<file path="src/rtl/alu_exec_stage.sv">
// -----------------------------------------------------------------------------
// alu_exec_stage
//   Two-stage pipelined integer execute stage placed between decode/operand
//   fetch and writeback.
//     S1 (operand prep): captures A, op and B'. For SUB/SLT/SLTU, B' is ~B and
//                        the carry-in is 1, so S2 needs only one adder.
//     S2 (compute):      forms A + B' + cin, selects the result for the op and
//                        registers the result together with its flags.
//   Both ends use valid/ready. in_ready is combinational from out_ready, and
//   there is no skid buffer. Throughput is one op per cycle while the
//   downstream keeps out_ready high, and latency is two cycles from accept to
//   out_valid.
//
// Ports
//   clk        in   1  clock; all state changes on the rising edge
//   rst_n      in   1  asynchronous active-low reset
//   flush      in   1  synchronous kill of both stages
//   in_valid   in   1  upstream presents op/a/b
//   in_ready   out  1  accept occurs when in_valid & in_ready & !flush
//   op         in   3  000 ADD, 001 SUB, 010 AND, 011 OR, 100 XOR,
//                      101 NOT A, 110 SLT, 111 SLTU
//   a, b       in   N  operands
//   out_valid  out  1  result and flags are valid
//   out_ready  in   1  downstream accepts when out_valid & out_ready
//   result     out  N  ALU result
//   zero       out  1  result == 0
//   negative   out  1  result[N-1]
//   carry      out  1  adder carry-out for ADD/SUB (SUB: 1 = no borrow), else 0
//   overflow   out  1  signed overflow for ADD/SUB, else 0
// -----------------------------------------------------------------------------
module alu_exec_stage #(
    parameter int N = 32
) (
    input  logic         clk,
    input  logic         rst_n,
    input  logic         flush,
    input  logic         in_valid,
    output logic         in_ready,
    input  logic [2:0]   op,
    input  logic [N-1:0] a,
    input  logic [N-1:0] b,
    output logic         out_valid,
    input  logic         out_ready,
    output logic [N-1:0] result,
    output logic         zero,
    output logic         negative,
    output logic         carry,
    output logic         overflow
);

    localparam logic [2:0] OP_ADD  = 3'b000;
    localparam logic [2:0] OP_SUB  = 3'b001;
    localparam logic [2:0] OP_AND  = 3'b010;
    localparam logic [2:0] OP_OR   = 3'b011;
    localparam logic [2:0] OP_XOR  = 3'b100;
    localparam logic [2:0] OP_NOT  = 3'b101;
    localparam logic [2:0] OP_SLT  = 3'b110;
    localparam logic [2:0] OP_SLTU = 3'b111;

    // S1 registers
    logic         s1_valid;
    logic [2:0]   s1_op;
    logic [N-1:0] s1_a;
    logic [N-1:0] s1_b;      // b' : ~b for subtract-style ops, b otherwise
    logic         s1_cin;

    // S2 registers
    logic         s2_valid;
    logic [N-1:0] s2_result;
    logic         s2_zero;
    logic         s2_negative;
    logic         s2_carry;
    logic         s2_overflow;

    logic         s1_adv;
    logic         s2_adv;
    logic         in_fire;
    logic         s2_load;
    logic         sub_style;

    // S2 combinational compute, fed only by the S1 registers
    logic [N:0]   sum_ext;
    logic [N-1:0] sum;
    logic         c_out;
    logic         ovf;
    logic         is_arith;
    logic [N-1:0] alu_res;

    // -------------------------------------------------------------------------
    // Handshake / advance
    // -------------------------------------------------------------------------
    assign s2_adv   = !s2_valid || out_ready;
    assign s1_adv   = !s1_valid || s2_adv;
    assign in_ready = s1_adv;

    // flush drops an input presented in the same cycle, even when in_ready=1.
    assign in_fire  = in_valid && s1_adv && !flush;
    assign s2_load  = s1_valid && s2_adv && !flush;

    assign sub_style = (op == OP_SUB) || (op == OP_SLT) || (op == OP_SLTU);

    // -------------------------------------------------------------------------
    // S1: operand prep
    // -------------------------------------------------------------------------
    always_ff @(posedge clk or negedge rst_n) begin
        if (!rst_n) begin
            s1_valid <= 1'b0;
            s1_op    <= '0;
            s1_a     <= '0;
            s1_b     <= '0;
            s1_cin   <= 1'b0;
        end else begin
            if (flush) begin
                s1_valid <= 1'b0;
            end else if (s1_adv) begin
                s1_valid <= in_valid;
            end

            if (in_fire) begin
                s1_op  <= op;
                s1_a   <= a;
                s1_b   <= sub_style ? ~b : b;
                s1_cin <= sub_style;
            end
        end
    end

    // -------------------------------------------------------------------------
    // S2 compute (combinational part)
    // -------------------------------------------------------------------------
    assign sum_ext  = {1'b0, s1_a} + {1'b0, s1_b} + {{N{1'b0}}, s1_cin};
    assign sum      = sum_ext[N-1:0];
    assign c_out    = sum_ext[N];

    // Signed overflow of a + b': the operands agree in sign and the sum does not.
    assign ovf      = (s1_a[N-1] == s1_b[N-1]) && (sum[N-1] != s1_a[N-1]);

    assign is_arith = (s1_op == OP_ADD) || (s1_op == OP_SUB);

    always_comb begin
        alu_res = '0;
        case (s1_op)
            OP_ADD,
            OP_SUB:  alu_res = sum;
            // For logic ops S1 keeps b' = b, so s1_b is the original operand.
            OP_AND:  alu_res = s1_a & s1_b;
            OP_OR:   alu_res = s1_a | s1_b;
            OP_XOR:  alu_res = s1_a ^ s1_b;
            OP_NOT:  alu_res = ~s1_a;
            // A < B (signed) when the true sign of A - B is negative.
            OP_SLT:  alu_res = {{(N-1){1'b0}}, sum[N-1] ^ ovf};
            // A < B (unsigned) when A - B borrows, i.e. there is no carry out.
            OP_SLTU: alu_res = {{(N-1){1'b0}}, ~c_out};
            default: alu_res = '0;
        endcase
    end

    // -------------------------------------------------------------------------
    // S2 registers. These are loaded only on advance, so a stalled output
    // holds bit-for-bit.
    // -------------------------------------------------------------------------
    always_ff @(posedge clk or negedge rst_n) begin
        if (!rst_n) begin
            s2_valid    <= 1'b0;
            s2_result   <= '0;
            s2_zero     <= 1'b0;
            s2_negative <= 1'b0;
            s2_carry    <= 1'b0;
            s2_overflow <= 1'b0;
        end else begin
            if (flush) begin
                s2_valid <= 1'b0;
            end else if (s2_adv) begin
                s2_valid <= s1_valid;
            end

            if (s2_load) begin
                s2_result   <= alu_res;
                s2_zero     <= (alu_res == '0);
                s2_negative <= alu_res[N-1];
                s2_carry    <= is_arith & c_out;
                s2_overflow <= is_arith & ovf;
            end
        end
    end

    assign out_valid = s2_valid;
    assign result    = s2_result;
    assign zero      = s2_zero;
    assign negative  = s2_negative;
    assign carry     = s2_carry;
    assign overflow  = s2_overflow;

endmodule
</file>
<file path="config.mk">
export PLATFORM = sky130hd
export DESIGN_NAME = alu_exec_stage
export DESIGN_NICKNAME = d
export VERILOG_FILES = /design/src/rtl/alu_exec_stage.sv
export SDC_FILE = /design/constraint.sdc
export NUM_CORES = 1
export LEC_CHECK = 0
export ABC_AREA = 1
export BUFFER_PORTS_ARGS = -buffer_cell sky130_fd_sc_hd__buf_2
export CAP_MARGIN = 20
export CORE_AREA = 4 4 138 140
export DETAILED_ROUTE_END_ITERATION = 8
export DIE_AREA = 0 0 142 144
export PLACE_DENSITY_LB_ADDON = 0.3
export SETUP_SLACK_MARGIN = 0.1
export SYNTH_ARGS = -nofsm -noshare
export SYNTH_HDL_FRONTEND = slang
export SYNTH_SLANG_ARGS = --single-unit
</file>
<file path="constraint.sdc">
create_clock -name clk -period 3.6 [get_ports clk]
set_input_delay 0.72 -clock clk [delete_from_list [all_inputs] [get_ports clk]]
set_output_delay 0.72 -clock clk [all_outputs]
set_load 0.03 [all_outputs]
</file>
# ---- Word level (Yosys, flattened, before mapping)
# Cells that the tools add are included.
dict set report totals {
  elab_cells 58
  input_bits 72
  regBits 106
}
dict set report classes {
  n_mux 6
  bitwise_logic 9
  addsub 2
  eq_ne 12
  n_reduce_logical 18
}
# op n
set ops {}
lappend ops {{$pmux 32 s7} 1}
lappend ops {{$not 32->32} 2}
lappend ops {{$add 32x32->33} 1}
lappend ops {{$add 33x1->33} 1}
lappend ops {{$and 32x32->32} 1}
lappend ops {{$logic_not 32->1} 1}
lappend ops {{$mux 32} 1}
lappend ops {{$or 32x32->32} 1}
lappend ops {{$xor 32x32->32} 1}
lappend ops {{$eq 3x3->1 const B} 6}
lappend ops {{$eq 3x1->1 const B} 2}
lappend ops {{$eq 3x2->1 const B} 2}
lappend ops {{$logic_and 1x1->1} 5}
lappend ops {{$logic_or 1x1->1} 5}
lappend ops {{$mux 1} 4}
lappend ops {{$reduce_bool 2->1} 2}
lappend ops {{$logic_not 1->1} 3}
lappend ops {{$logic_not 3->1} 1}
lappend ops {{$and 1x1->1} 2}
lappend ops {{$reduce_or 2->1} 1}
lappend ops {{$eq 1x1->1} 1}
lappend ops {{$ne 1x1->1} 1}
lappend ops {{$not 1->1} 1}
lappend ops {{$xor 1x1->1} 1}

# ---- Longest topological paths before layout
dict set report logic_depth {
  word_depth 7
  depth_mapped 20
}

# ---- Worst setup path before layout
# Ideal clock, no wire load.
dict set report synth_path {
  path_kind {reg-to-reg}
  startpoint {reg s1_a[0]}
  endpoint {reg s2_zero (netlist: zero)}
  slack_ns 1.088
  synth_period_minus_slack_ns 2.512
  n_path_buf 0
  setup_ns 0.066
  stages_incl_launch_ff 18
  required_ns 3.534
  arrival_ns 2.446
  cell_sequence {dfrtp_1 > fa_1 > fa_1 > nand3_1 > nand3_1 > nand2_1 > nand2_1 > nand2_1 > nand2_1 > nand2_1 > nand3_1 > nand3_1 > nand2_1 > nor2_1 > nand2_1 > nor2_1 > nand4_1 > nand2_1}
}
dict set report synth_between {
  elab_chain_len 7
  elab_cells_between_ends 12
  classes_between {add/sub: 2; eq/ne: 1; mux: 1; bitwise: 6; reduce/logical: 2}
}
# element line_no
set synth_lines {}
lappend synth_lines {{from (decl)} 63} ;# logic [N-1:0] s1_a;
lappend synth_lines {{from (signal assigned)} 109} ;# s1_a <= '0;
lappend synth_lines {{from (signal assigned)} 121} ;# s1_a <= a;
lappend synth_lines {{$add 32x32->33} 131} ;# assign sum_ext = {1'b0, s1_a} + {1'b0, s1_b} + {{N{1'b0}}, s1_cin};
lappend synth_lines {{$add 33x1->33} 131}
lappend synth_lines {{$ne 1x1->1} 136} ;# assign ovf = (s1_a[N-1] == s1_b[N-1]) && (sum[N-1] != s1_a[N-1]);
lappend synth_lines {{$logic_and 1x1->1} 136}
lappend synth_lines {{$xor 1x1->1} 151} ;# OP_SLT: alu_res = {{(N-1){1'b0}}, sum[N-1] ^ ovf};
lappend synth_lines {{$pmux 32 s7 *} 142} ;# case (s1_op)
lappend synth_lines {{$logic_not 32->1 *} 179} ;# s2_zero <= (alu_res == '0);
lappend synth_lines {{to (signal assigned)} 179}
lappend synth_lines {{to (decl)} 70} ;# logic s2_zero;
# Every way passes the cells marked *; elsewhere a longest branch is shown, timed or not.
# A chain may end at the register's enable or synchronous reset.

# ---- Worst setup path after layout
# Same ends and word-level chain as after synthesis.

==> results.cfg <==
[run_status]
outcome = complete, no violations

[synth]
ys.flop_type = dfrtp_1
ys_top_cells_by_area = dfrtp_1 32%, nand2_1 17%, ha_1 9.7%
yosysSeqAreaShare = 0.3176
synth.distinct_cells = 44
synthArstFlopShare = 1.000
ys_warn_count = 0
syn_avg_cell_area_sq_um = 6.749
synth_nets = 1364
ys_ff_latch = 105
postSynthCellCount = 1226
synth_edf_count = 0
netlist.area_leader.share = 0.3176
syn_area_sq_mm = 0.008274
synth_top_area_cell = dfrtp_1

[pwr]
ir_drop_mv = 0.3009
p_leak_nw = 5.128
powerDensity_mw_per_mm2 = 571.9
p_total_mw = 5.330

[sta]
maxSlewHeadroom = 0.4204
tns_ns = 0
slew_viol_final = 0
skew_ns = 0.007311
hold_viol_final = 0
clock.fmax_mhz = 342.8
fin_crit_ns = 2.917
rsz0062_at_grt = false
setup_viol = 0
tightest_slew_ns = 0.8662
whs_ns = 0.3618
fin_crit_sh = 0.8102
timing.final.ws_setup_ns = 0.6832

[global_routing]
grt_max_degree = 66
grt_pass1_wl_mm = 37.90
overflow = 0
grtUsageTotal = 0.2364
antenna_found_initial = 0
grt_pass1_vias = 7126

[clock_network]
cts_made_buffers = 9
ctsResizeCount = 0
cts.path.max_buffers = 2
clock_latency_ns = 0.36
clock_sinks = 105
root_buffer = clkbuf_16
cts_tree = built
path_clk_slew_ns = 0.07
cts.htree.levels = 3
holdBufCountCts = 0
cts_setup_buffers = 0

[run]
cap_viol_max_count = 0

[finish]
area_delta_synth_final_pct = 12.64
final_util = 0.5224
layout.nets = 1452
n_fill_cell = 1800
final_common_cell = nand2_1
fin_cells = 1546
multi_input_area_sq_mm = 0.004717
finalInstanceArea_sq_mm = 0.009320
final_layout_size_suffix_gt1_frac = 0.1185
layout_common_cells = 368 x nand2_1, 196 x inv_1, 121 x nor2_1
seqCellArea_sq_mm = 0.002628
antennaDiodeCount = 0

[placement]
io_buffers = 109
dp_slack_ns = 0.7088
placed_cell_area_sq_mm = 0.009050
dp.cells = 1532
place_hpwl_mm = 19.40
gp_congestion = 1.003

[critical_path]
crit_path_max_fanout = 4
crit_required_ns = 3.89
arrival_ns = 3.21
cp_slowest_cell = fa_1
end_kind = flip-flop
cp_cell_sequence = fa_1 > fa_1 > nand3_1 > nand3_1 > nand2_1 > nand2_1 > nand2_1 > nand2_1 > nand2_1 > nand3_1 > nand3_1 > nand2_1 > nor2_1 > nand2_1 > nor2_1 > nand4_1 > nand2_1
crit_type = flip-flop to flip-flop
worst_setup_path_start_kind = flip-flop
path_common_cell = nand2_1
max_stage_delay_ns = 0.52

[drt]
drc_errors = 0
dr.pass1.iters = 5
drtIter0Drc = 591
wl_per_cell_um = 15.58
wirelength_mm = 24.08
avgViaCountPerCell = 5.128
ant_nets = 0
routed-via-count = 7928

[die]
dieArea_sq_mm = 0.02045
io_pins = 110
dieHeight_um = 144
fp.dieW_um = 142
start_util = 0.4638
core_sq_mm = 0.01784
rows = 49

[worst_hold_path]
worstHoldPathType = input port to async pin
==> worst paths after layout <==
path                       startpoint          to  slack [ns]  cells after the start
setup / recovery              s1_a[0]        zero        0.68                     17
hold / removal                  rst_n     s1_b[7]        0.36                      1
setup reg to reg              s1_a[0]        zero        0.68                     17
hold reg to reg            result[11]  result[11]        0.48                      2
max in group asynchronous       rst_n    s1_a[18]        2.50                      2
min in group clk           result[11]  result[11]        0.48                      2
==> worst max-delay path, delay by kind of cell (launching register included) <==
kind                       cells  cell delay [ns]
adders and majority gates      2             1.04
DFF                            1             0.43
and+or+nand+nor               15             1.39
==> sequential cells by signal, indices dropped and copies added, names as in the netlist <==
signal / count
carry: 1
out_valid: 1
overflow: 1
result: 32
s1_a: 32
s1_b: 32
s1_cin: 1
s1_op: 3
s1_valid: 1
zero: 1
==> layer usage <==
metal  track usage  vias to the layer above  share of wire
met1        0.3762                     3594           0.52
met3       0.04795                       23          0.076
met2        0.3324                      249           0.40
met5             0                        -              0
met4       0.03990                        0         0.0093
li1              -                     4062              -
==> cell usage after synthesis (2+ instances only) <==
cell and count:
nand2_1 368, inv_1 196, nor2_1 121, dfrtp_1 105, a21oi_1 71, ha_1 64
o21ai_0 54, nand3_1 47, xnor2_1 33, clkbuf_1 26, a31oi_1 18, a221oi_1 17
o22ai_1 13, buf_2 9, nand4_1 9, nor3_1 9, inv_2 8, o2111ai_1 7
xor2_1 6, o21ai_1 5, buf_4 3, nor3_2 3, o21bai_1 3, a21oi_2 2
and2_1 2, buf_6 2, fa_1 2, nand2_2 2, nand3_4 2, nor2_2 2
o211ai_1 2, o21a_1 2, o221ai_1 2
==> cell families (layout without fill, tap and decap cells) <==
kind of cell / Yosys count / in the layout / synth area share
flip-flops: 105 / 105 / 0.3176
AO/OA/AOI/OAI: 201 / 201 / 0.1431
adder cells (fa/ha/maj): 66 / 66 / 0.1016
buffers and inverters: 244 / 335 / 0.1152
AND/OR/NAND/NOR: 570 / 570 / 0.2799
XOR/XNOR: 39 / 39 / 0.04128
multiplexers: 1 / 1 / 0.001361
==> final cells by class <==
cell class / instances / area share
clock buffer: 11 / 0.02712
multi-input combinational: 877 / 0.5061
clock inverter: 3 / 0.001879
inverter: 204 / 0.08216
sequential: 105 / 0.2819
tap: 229 / 0.03074
timing repair buffer: 117 / 0.07008
==> report_power, final <==
group | internal [mW] | leakage, nW | switching [mW]
Clock | 0.497 | 0.133 | 0.435
Sequential | 1.43 | 1.24 | 0.184
Combinational | 0.883 | 3.76 | 1.90
Note: power is estimated with default switching activity, not from simulation.
